--- config.mk ---
export PLATFORM = sky130hd
export DESIGN_NAME = frame_sync_ctrl_flat
export DESIGN_NICKNAME = d
export VERILOG_FILES = /design/src/rtl/frame_sync_if.sv /design/src/rtl/frame_sync_ctrl.sv /design/src/flat_wrapper.sv
export SDC_FILE = /design/constraint.sdc
export NUM_CORES = 1
export LEC_CHECK = 0
export ABC_AREA = 1
export BUFFER_PORTS_ARGS = -buffer_cell sky130_fd_sc_hd__clkbuf_2
export CAP_MARGIN = 20
export CORE_AREA = 5 5 53 46
export CTS_BUF_LIST = sky130_fd_sc_hd__clkbuf_2
export DETAILED_ROUTE_END_ITERATION = 8
export DIE_AREA = 0 0 58 51
export PLACE_DENSITY = 0.78
export SKIP_CTS_REPAIR_TIMING = 1
export SLEW_MARGIN = 20
export SYNTH_ARGS = -nofsm -noshare
export SYNTH_HDL_FRONTEND = slang
export SYNTH_SLANG_ARGS = --single-unit
--- constraint.sdc ---
create_clock -name clk -period 1.8 [get_ports clk]
set_input_delay 0.09 -clock clk [delete_from_list [all_inputs] [get_ports clk]]
set_output_delay 0.09 -clock clk [all_outputs]
set_load 0.02 [all_outputs]
--- src/rtl/frame_sync_if.sv ---
// Serial sync-path bundle between the bit source and the frame-alignment controller.
// The source (master) drives the bit, its qualifier and the hunt request. The controller (slave) returns the alignment status.
interface frame_sync_if #(
  parameter int CW = 5
);
  logic          s_in;
  logic          s_vld;
  logic          force_hunt;
  logic [1:0]    state;
  logic          locked;
  logic          frame_start;
  logic          sync_loss;
  logic [CW-1:0] bit_cnt;

  modport master (
    output s_in, s_vld, force_hunt,
    input  state, locked, frame_start, sync_loss, bit_cnt
  );

  modport slave (
    input  s_in, s_vld, force_hunt,
    output state, locked, frame_start, sync_loss, bit_cnt
  );
endinterface

--- src/rtl/frame_sync_ctrl.sv ---
// Frame-alignment controller: hunts for SYNC_WORD, confirms it over CONFIRM frame
// boundaries, then holds lock until MISS_MAX consecutive sync words are missed.
module frame_sync_ctrl #(
  parameter int           N         = 5,
  parameter logic [N-1:0] SYNC_WORD = 5'b10100,
  parameter int           FRAME_LEN = 32,
  parameter int           CONFIRM   = 2,
  parameter int           MISS_MAX  = 3
) (
  input  logic        clk,
  input  logic        rst,
  frame_sync_if.slave bus
);
  localparam int CW = $clog2(FRAME_LEN);
  localparam int HW = $clog2(CONFIRM + 1);
  localparam int MW = $clog2(MISS_MAX + 1);

  typedef enum logic [1:0] {
    HUNT     = 2'b00,
    PRESYNC  = 2'b01,
    SYNC     = 2'b10,
    FLYWHEEL = 2'b11
  } state_t;

  state_t        state_q, state_n;
  logic [N-2:0]  sr_q, sr_n;
  logic [CW-1:0] cnt_q, cnt_n;
  logic [HW-1:0] hit_q, hit_n;
  logic [MW-1:0] miss_q, miss_n;
  logic          fs_q, fs_n;
  logic          sl_q, sl_n;
  logic          lock_q;
  logic [N-1:0]  win;
  logic          hit;
  logic          boundary;

  // Only the N-1 newest bits need storing; the current bit completes the window.
  assign win      = {sr_q, bus.s_in};
  assign hit      = (win == SYNC_WORD);
  assign boundary = (cnt_q == CW'(FRAME_LEN - 1));

  always_comb begin
    state_n = state_q;
    sr_n    = sr_q;
    cnt_n   = cnt_q;
    hit_n   = hit_q;
    miss_n  = miss_q;
    fs_n    = 1'b0;
    sl_n    = 1'b0;
    if (bus.force_hunt) begin
      state_n = HUNT;
      cnt_n   = '0;
      hit_n   = '0;
      miss_n  = '0;
    end else if (bus.s_vld) begin
      sr_n = win[N-2:0];
      if (state_q != HUNT)
        cnt_n = boundary ? '0 : cnt_q + CW'(1);
      case (state_q)
        HUNT: begin
          if (hit) begin
            state_n = PRESYNC;
            cnt_n   = '0;
            hit_n   = '0;
          end
        end
        PRESYNC: begin
          if (boundary) begin
            if (!hit) begin
              state_n = HUNT;
              cnt_n   = '0;
            end else if (hit_q + HW'(1) == HW'(CONFIRM)) begin
              state_n = SYNC;
              miss_n  = '0;
              fs_n    = 1'b1;
            end else begin
              hit_n = hit_q + HW'(1);
            end
          end
        end
        SYNC: begin
          if (boundary) begin
            if (hit) begin
              miss_n = '0;
              fs_n   = 1'b1;
            end else if (MISS_MAX == 1) begin
              state_n = HUNT;
              miss_n  = '0;
              sl_n    = 1'b1;
            end else begin
              state_n = FLYWHEEL;
              miss_n  = MW'(1);
              fs_n    = 1'b1;
            end
          end
        end
        FLYWHEEL: begin
          if (boundary) begin
            if (hit) begin
              state_n = SYNC;
              miss_n  = '0;
              fs_n    = 1'b1;
            end else if (miss_q + MW'(1) == MW'(MISS_MAX)) begin
              // Loss of lock: the boundary that drops us is not announced downstream.
              state_n = HUNT;
              miss_n  = '0;
              sl_n    = 1'b1;
            end else begin
              miss_n = miss_q + MW'(1);
              fs_n   = 1'b1;
            end
          end
        end
        default: begin
          state_n = HUNT;
          cnt_n   = '0;
          hit_n   = '0;
          miss_n  = '0;
        end
      endcase
    end
  end

  always_ff @(posedge clk) begin
    if (rst) begin
      state_q <= HUNT;
      sr_q    <= '0;
      cnt_q   <= '0;
      hit_q   <= '0;
      miss_q  <= '0;
      fs_q    <= 1'b0;
      sl_q    <= 1'b0;
      lock_q  <= 1'b0;
    end else begin
      state_q <= state_n;
      sr_q    <= sr_n;
      cnt_q   <= cnt_n;
      hit_q   <= hit_n;
      miss_q  <= miss_n;
      fs_q    <= fs_n;
      sl_q    <= sl_n;
      lock_q  <= (state_n == SYNC) || (state_n == FLYWHEEL);
    end
  end

  assign bus.state       = state_q;
  assign bus.locked      = lock_q;
  assign bus.frame_start = fs_q;
  assign bus.sync_loss   = sl_q;
  assign bus.bit_cnt     = cnt_q;
endmodule
--- src/flat_wrapper.sv ---
// flat-port wrapper written by rule: the top's interface ports become plain ports
module frame_sync_ctrl_flat 
#(
  parameter int           N         = 5,
  parameter logic [N-1:0] SYNC_WORD = 5'b10100,
  parameter int           FRAME_LEN = 32,
  parameter int           CONFIRM   = 2,
  parameter int           MISS_MAX  = 3
)
  (clk, rst, bus_s_in, bus_s_vld, bus_force_hunt, bus_state, bus_locked, bus_frame_start, bus_sync_loss, bus_bit_cnt);
  frame_sync_if bus_i ();
  input  logic clk;
  input  logic rst;
  input wire logic [$bits(bus_i.s_in)-1:0] bus_s_in;
  input wire logic [$bits(bus_i.s_vld)-1:0] bus_s_vld;
  input wire logic [$bits(bus_i.force_hunt)-1:0] bus_force_hunt;
  output wire logic [$bits(bus_i.state)-1:0] bus_state;
  output wire logic [$bits(bus_i.locked)-1:0] bus_locked;
  output wire logic [$bits(bus_i.frame_start)-1:0] bus_frame_start;
  output wire logic [$bits(bus_i.sync_loss)-1:0] bus_sync_loss;
  output wire logic [$bits(bus_i.bit_cnt)-1:0] bus_bit_cnt;
  assign bus_i.s_in = bus_s_in;
  assign bus_i.s_vld = bus_s_vld;
  assign bus_i.force_hunt = bus_force_hunt;
  assign bus_state = bus_i.state;
  assign bus_locked = bus_i.locked;
  assign bus_frame_start = bus_i.frame_start;
  assign bus_sync_loss = bus_i.sync_loss;
  assign bus_bit_cnt = bus_i.bit_cnt;
  frame_sync_ctrl #(.N(N), .SYNC_WORD(SYNC_WORD), .FRAME_LEN(FRAME_LEN), .CONFIRM(CONFIRM), .MISS_MAX(MISS_MAX)) u_core (.clk(clk), .rst(rst), .bus(bus_i));
endmodule
* Yosys cells after proc, flatten, opt, wreduce, memory -nomap -nowiden
Index checks and enable logic that the tools add are counted.
** Storage, ports and cells
- Flip-flop bits (word level) :: 18
- Bits of input ports :: 5
- Output and inout bits :: 10
- Word-level logic and storage cells :: 83
** Cells by class
- $add $sub $neg :: 3
- Eq/ne operators :: 16
- Mux-type cells :: 41
- Bitwise gates (word level) :: 4
- Reduce and logical (&&, ||, !) cells :: 11
** Operators by type and width (count)
- 2-bit 2-to-1 mux :: 22
- 5-bit 2-to-1 mux :: 5
- 2-bit equality test (second input constant) :: 6
- 2-bit by 1-bit inequality test with 1-bit output (second input constant) :: 6
- 5-bit equality test (second input constant) :: 2
- 5-bit case mux with 2 select lines :: 1
- 1-bit 2-to-1 mux :: 9
- 2-bit case mux with 4 select lines :: 1
- 7-bit AND reduction :: 1
- 2-bit case mux with 3 select lines :: 1
- 6-bit AND reduction :: 1
- 6-bit OR reduction :: 1
- 5-bit by 1-bit adder with 5-bit output (second input constant) :: 1
- 2-bit by 1-bit adder with 2-bit output (second input constant) :: 2
- 1-bit inverter :: 4
- 2-bit case mux with 2 select lines :: 1
- 2-bit nonzero test :: 2
- 1-bit case mux with 3 select lines :: 1
- 3-bit nonzero test :: 1
- 3-bit OR reduction :: 1
- 2-bit by 1-bit equality test with 1-bit output (second input constant) :: 1
- 2-bit zero test :: 1
- 2-bit inequality test (second input constant) :: 1
- 2-bit AND reduction :: 1
- 2 further kinds :: 2

* Depth between registers and ports, before layout
- Word-level depth :: 10
- Gate-level depth with buffers :: 11
- Depth with buffers taken out :: 10

* Worst setup path before layout
OpenSTA, ideal clock, no wires.
- Kind :: reg2reg
- From :: reg u_core.cnt_q[1], in the netlist u_core.bus.bit_cnt[1]
- To :: reg u_core.hit_q[0]
- Setup time :: 0.113 ns
- Arrival :: 1.568 ns
- Required time :: 1.687 ns
- Setup slack :: 0.119 ns
- Cell stages (with the launch flop) :: 11
- Buffers on the path :: 1
- Period minus slack after synthesis :: 1.681 ns
- Path through :: dfxtp_1 -> ha_1 -> inv_1 -> nor3_1 -> ha_1 -> buf_4 -> nor2_2 -> nor3_4 -> o21ai_1 -> nand2_1 -> nor2_1
** Between the ends
- Longest elaborated chain between the ends :: 3
** RTL lines
- start: declaration :: line frame_sync_ctrl.sv:27 : logic [CW-1:0] cnt_q, cnt_n;
- start signal: assignment :: line frame_sync_ctrl.sv:137 : cnt_q <= cnt_n;
- 5-bit equality test :: line frame_sync_ctrl.sv:40 : assign boundary = (cnt_q == CW'(FRAME_LEN - 1));
- 2-bit by 1-bit inequality test with 1-bit output (no line)
- 6-bit AND reduction (no line)
- end signal: assignment :: line frame_sync_ctrl.sv:138 : hit_q <= hit_n;
- end: declaration :: line frame_sync_ctrl.sv:28 : logic [HW-1:0] hit_q, hit_n;
Every way passes these cells.
A chain may end at the register's enable or synchronous reset.

* Worst setup path after layout
- From :: reg u_core.cnt_q[1], in the netlist u_core.bus.bit_cnt[1]
- To :: reg u_core.state_q[1], in the netlist u_core.bus.state[1]
** Between the ends
- Longest elaborated chain between the ends :: 5
- Elaborated cells between the ends (all ways) :: 7
- Classes of those cells :: eq/ne: 1; mux: 6
** RTL lines
- 5-bit equality test * :: line frame_sync_ctrl.sv:40
- 2-bit 2-to-1 mux, on equally long branches :: line frame_sync_ctrl.sv:98, frame_sync_ctrl.sv:82, frame_sync_ctrl.sv:68
- 2-bit case mux with 4 select lines * :: line frame_sync_ctrl.sv:59 : case (state_q)
- 2-bit 2-to-1 mux * :: line frame_sync_ctrl.sv:55 : end else if (bus.s_vld) begin
- 2-bit 2-to-1 mux * :: line frame_sync_ctrl.sv:50 : if (bus.force_hunt) begin
- end signal: assignment :: line frame_sync_ctrl.sv:135 : state_q <= state_n;
- end: declaration :: line frame_sync_ctrl.sv:25 : state_t state_q, state_n;
Mark *: on every way between the ends. The rest lies on a longest branch, timed or not.

==> summary.txt <==
WP data required: 2.01 ns
Worst R2R Start: u_core.bus.bit_cnt[1]
Core area: 1820 µm²
Crit path DAT: 1.80 ns
Final setup violation count: 0
WL final: 2.17 mm
Initial antenna violation count: 0
Residual DRC: 0
DRT Pass-1 Iters: 4
DP HPWL: 1.64 mm
Worst hold path cell count: 3
Die H: 51 µm
Post-synthesis cell type count: 29
Pwr Density: 564 nW/µm²
Antenna fix cells: 0
Seq/Total Area, Yosys: 35.4%
CTS tree: done
Hold Crit Start: bus_s_in
Synth Register Bits: 18
Area Overhead vs Synth: 12.4%
FMAX: 630 MHz
Via count: 970
Final-stage net count: 165
Routability Congestion: 0.882
Setup Skew: 0.00763 ns
Commonest non-fill, non-tap cells in the layout: 24 x nand2_1, 18 x inv_1, 17 x clkbuf_2, 17 x dfxtp_1, 15 x nor2_1
Die area: 2960 µm²
Largest net degree at the start of global routing: 13
Port-buffer cells: 14
Routed Antenna Nets: 0
Min Tclk post-route: 1.59 ns
Post-synthesis instance total: 138
Syn Area/Cell: 7.38 µm²
Power consumption: 646 µW
Path type of the worst min-delay path: input port to flip-flop
Clock Path Buffers: 2
YS warnings: 0
Root Driver: clkbuf_2
H-tree depth: 1
CTS Buf Count: 3
CP Capture Type: flip-flop
Commonest non-fill, non-tap cell in the layout: nand2_1
Setup crit start kind: flip-flop
Slew Limit Fails: 0
Final instance area: 1140 µm²
Area after DPL: 1110 µm²
RSZ-0062 raised after global routing: no
Routed length per placed instance: 12.1 µm
GRT Overall Usage: 15.3%
Io pins: 15
Cell Area, Synth: 1020 µm²
Share of layout cells above drive strength 1: 27.6%
Vias in the first global route: 830
Worst Path Max Fanout: 7
Worst Hold End: u_core.sr_q[0]
Hold slack: 0.00721 ns
R2R depth: 9
Chip Width: 58 µm
Hold Fails Final Rpt: 0
Worst Max-Slew Pin Slew: 0.352 ns
Final setup TNS: 0 ns
Crit share post-route: 88.1%
GRT overflow: 0
Initial Util: 55.9%
Clock slew at reported path FFs: 0.18 ns
Slew Limit Headroom: 76.5%
Crit Path Category: flip-flop to flip-flop
FP Rows: 14
Global-route wire length before repair: 3.56 mm
IR drop worst, VDD: 0.566 mV
Vias per inst: 5.39
DR iter-0 viols: 41
Clk Latency, worst-skew pair: 0.31 ns
Syn Nets: 146
FF-to-FF setup slack: 0.21 ns
R2R Path End: u_core.bus.state[1]
Clock Sinks: 18
Leakage: 0.474 nW
Status: finished clean
Max-cap violations: 0
critical path, cell delays in order, from the launching register on:
cell     delay [ns]
dfxtp_1        0.38
ha_1           0.14
inv_1          0.07
nor3_2         0.12
ha_2           0.29
inv_1          0.12
nor2_1         0.12
nand3_1        0.07
nand3_1        0.09
o41ai_1        0.08
synthesized netlist by cell type:
| master | number | area, µm² |
|---|---|---|
| nor4_2 | 1 | 12.5 |
| buf_4 | 3 | 22.5 |
| o41ai_1 | 2 | 17.5 |
| nand3_2 | 2 | 20.0 |
| nor3_1 | 5 | 25.0 |
| o21ai_2 | 3 | 26.3 |
| inv_2 | 4 | 15.0 |
| nand2_2 | 2 | 12.5 |
| nand3_1 | 5 | 25.0 |
| and3_1 | 1 | 6.26 |
| nor2_2 | 3 | 18.8 |
| o31ai_1 | 1 | 7.51 |
| nor3_2 | 1 | 10.0 |
| buf_6 | 1 | 11.3 |
| nand4_1 | 4 | 25.0 |
| inv_1 | 18 | 67.6 |
| ha_1 | 3 | 37.5 |
| o211ai_2 | 1 | 12.5 |
| nor4_1 | 1 | 6.26 |
| nand2_1 | 24 | 90.1 |
| a21oi_1 | 7 | 35.0 |
| a211oi_1 | 3 | 22.5 |
| nor2_1 | 15 | 56.3 |
| o21ai_1 | 2 | 10.0 |
| o21ai_0 | 5 | 25.0 |
| a211oi_2 | 1 | 12.5 |
| dfxtp_1 | 18 | 360 |
| nand2_4 | 1 | 11.3 |
| nor3_4 | 1 | 16.3 |
kinds of logic after synthesis:
family	Yosys count	synth area share, %
and+or+nand+nor	66	32.9
adders and majority gates	3	3.69
buffers and inverters	26	11.4
DFF	18	35.4
AOI/OAI and AO/OA	25	16.6
where the power goes:
group / internal [mW] / total [mW] / switching (mW)
Combinational: 0.0204 / 0.0594 / 0.0390
Clock: 0.0483 / 0.177 / 0.128
Sequential: 0.405 / 0.410 / 0.00471
Total: 0.474 / 0.646 / 0.172
flip-flops by register name (all words and copies together), names as in the netlist:
| register | cells |
|---|---|
| u_core.bus.bit_cnt | 5 |
| u_core.bus.frame_start | 1 |
| u_core.bus.locked | 1 |
| u_core.bus.state | 2 |
| u_core.bus.sync_loss | 1 |
| u_core.hit_q | 2 |
| u_core.miss_q | 2 |
| u_core.sr_q | 4 |
layer usage:
metal | track usage, % | routed length [µm]
met4 | 2.32 | 12
met5 | 0 | 0
met1 | 19.1 | 971
met2 | 25.9 | 1000
met3 | 5.54 | 186
metrics by stage:
stage	setup WS (ns)	util, %	std cells
final	0.214	62.8	180
after global routing	0.0546	62.8	180
after CTS	0.0570	61.8	179
after detailed placement	0.0965	60.8	175
after global placement	0.179	60.8	175
after floorplan	0.119	-	138
worst max path at each step:
stage / cells after the start / from / slack, ns / to
after floorplan: 10 / u_core.bus.bit_cnt[1] / 0.12 / u_core.hit_q[0]
after global placement: 9 / u_core.bus.bit_cnt[0] / 0.18 / u_core.hit_q[1]
after detailed placement: 9 / u_core.bus.bit_cnt[0] / 0.1 / u_core.bus.locked
after CTS: 9 / u_core.bus.bit_cnt[0] / 0.06 / u_core.bus.locked
after global routing: 9 / u_core.bus.bit_cnt[0] / 0.05 / u_core.bus.locked
final: 9 / u_core.bus.bit_cnt[1] / 0.21 / u_core.bus.state[1]
area by class of cell:
| class | count | area (µm²) |
|---|---|---|
| clock buffers | 3 | 15.0 |
| clock inverters | 1 | 3.75 |
| fillers | 170 | 677 |
| inverters | 22 | 82.6 |
| multi-input cells | 94 | 549 |
| flip-flops and latches | 18 | 362 |
| well taps | 24 | 30.0 |
| repair buffers | 18 | 103 |
Power figures use the tool's default switching activity.
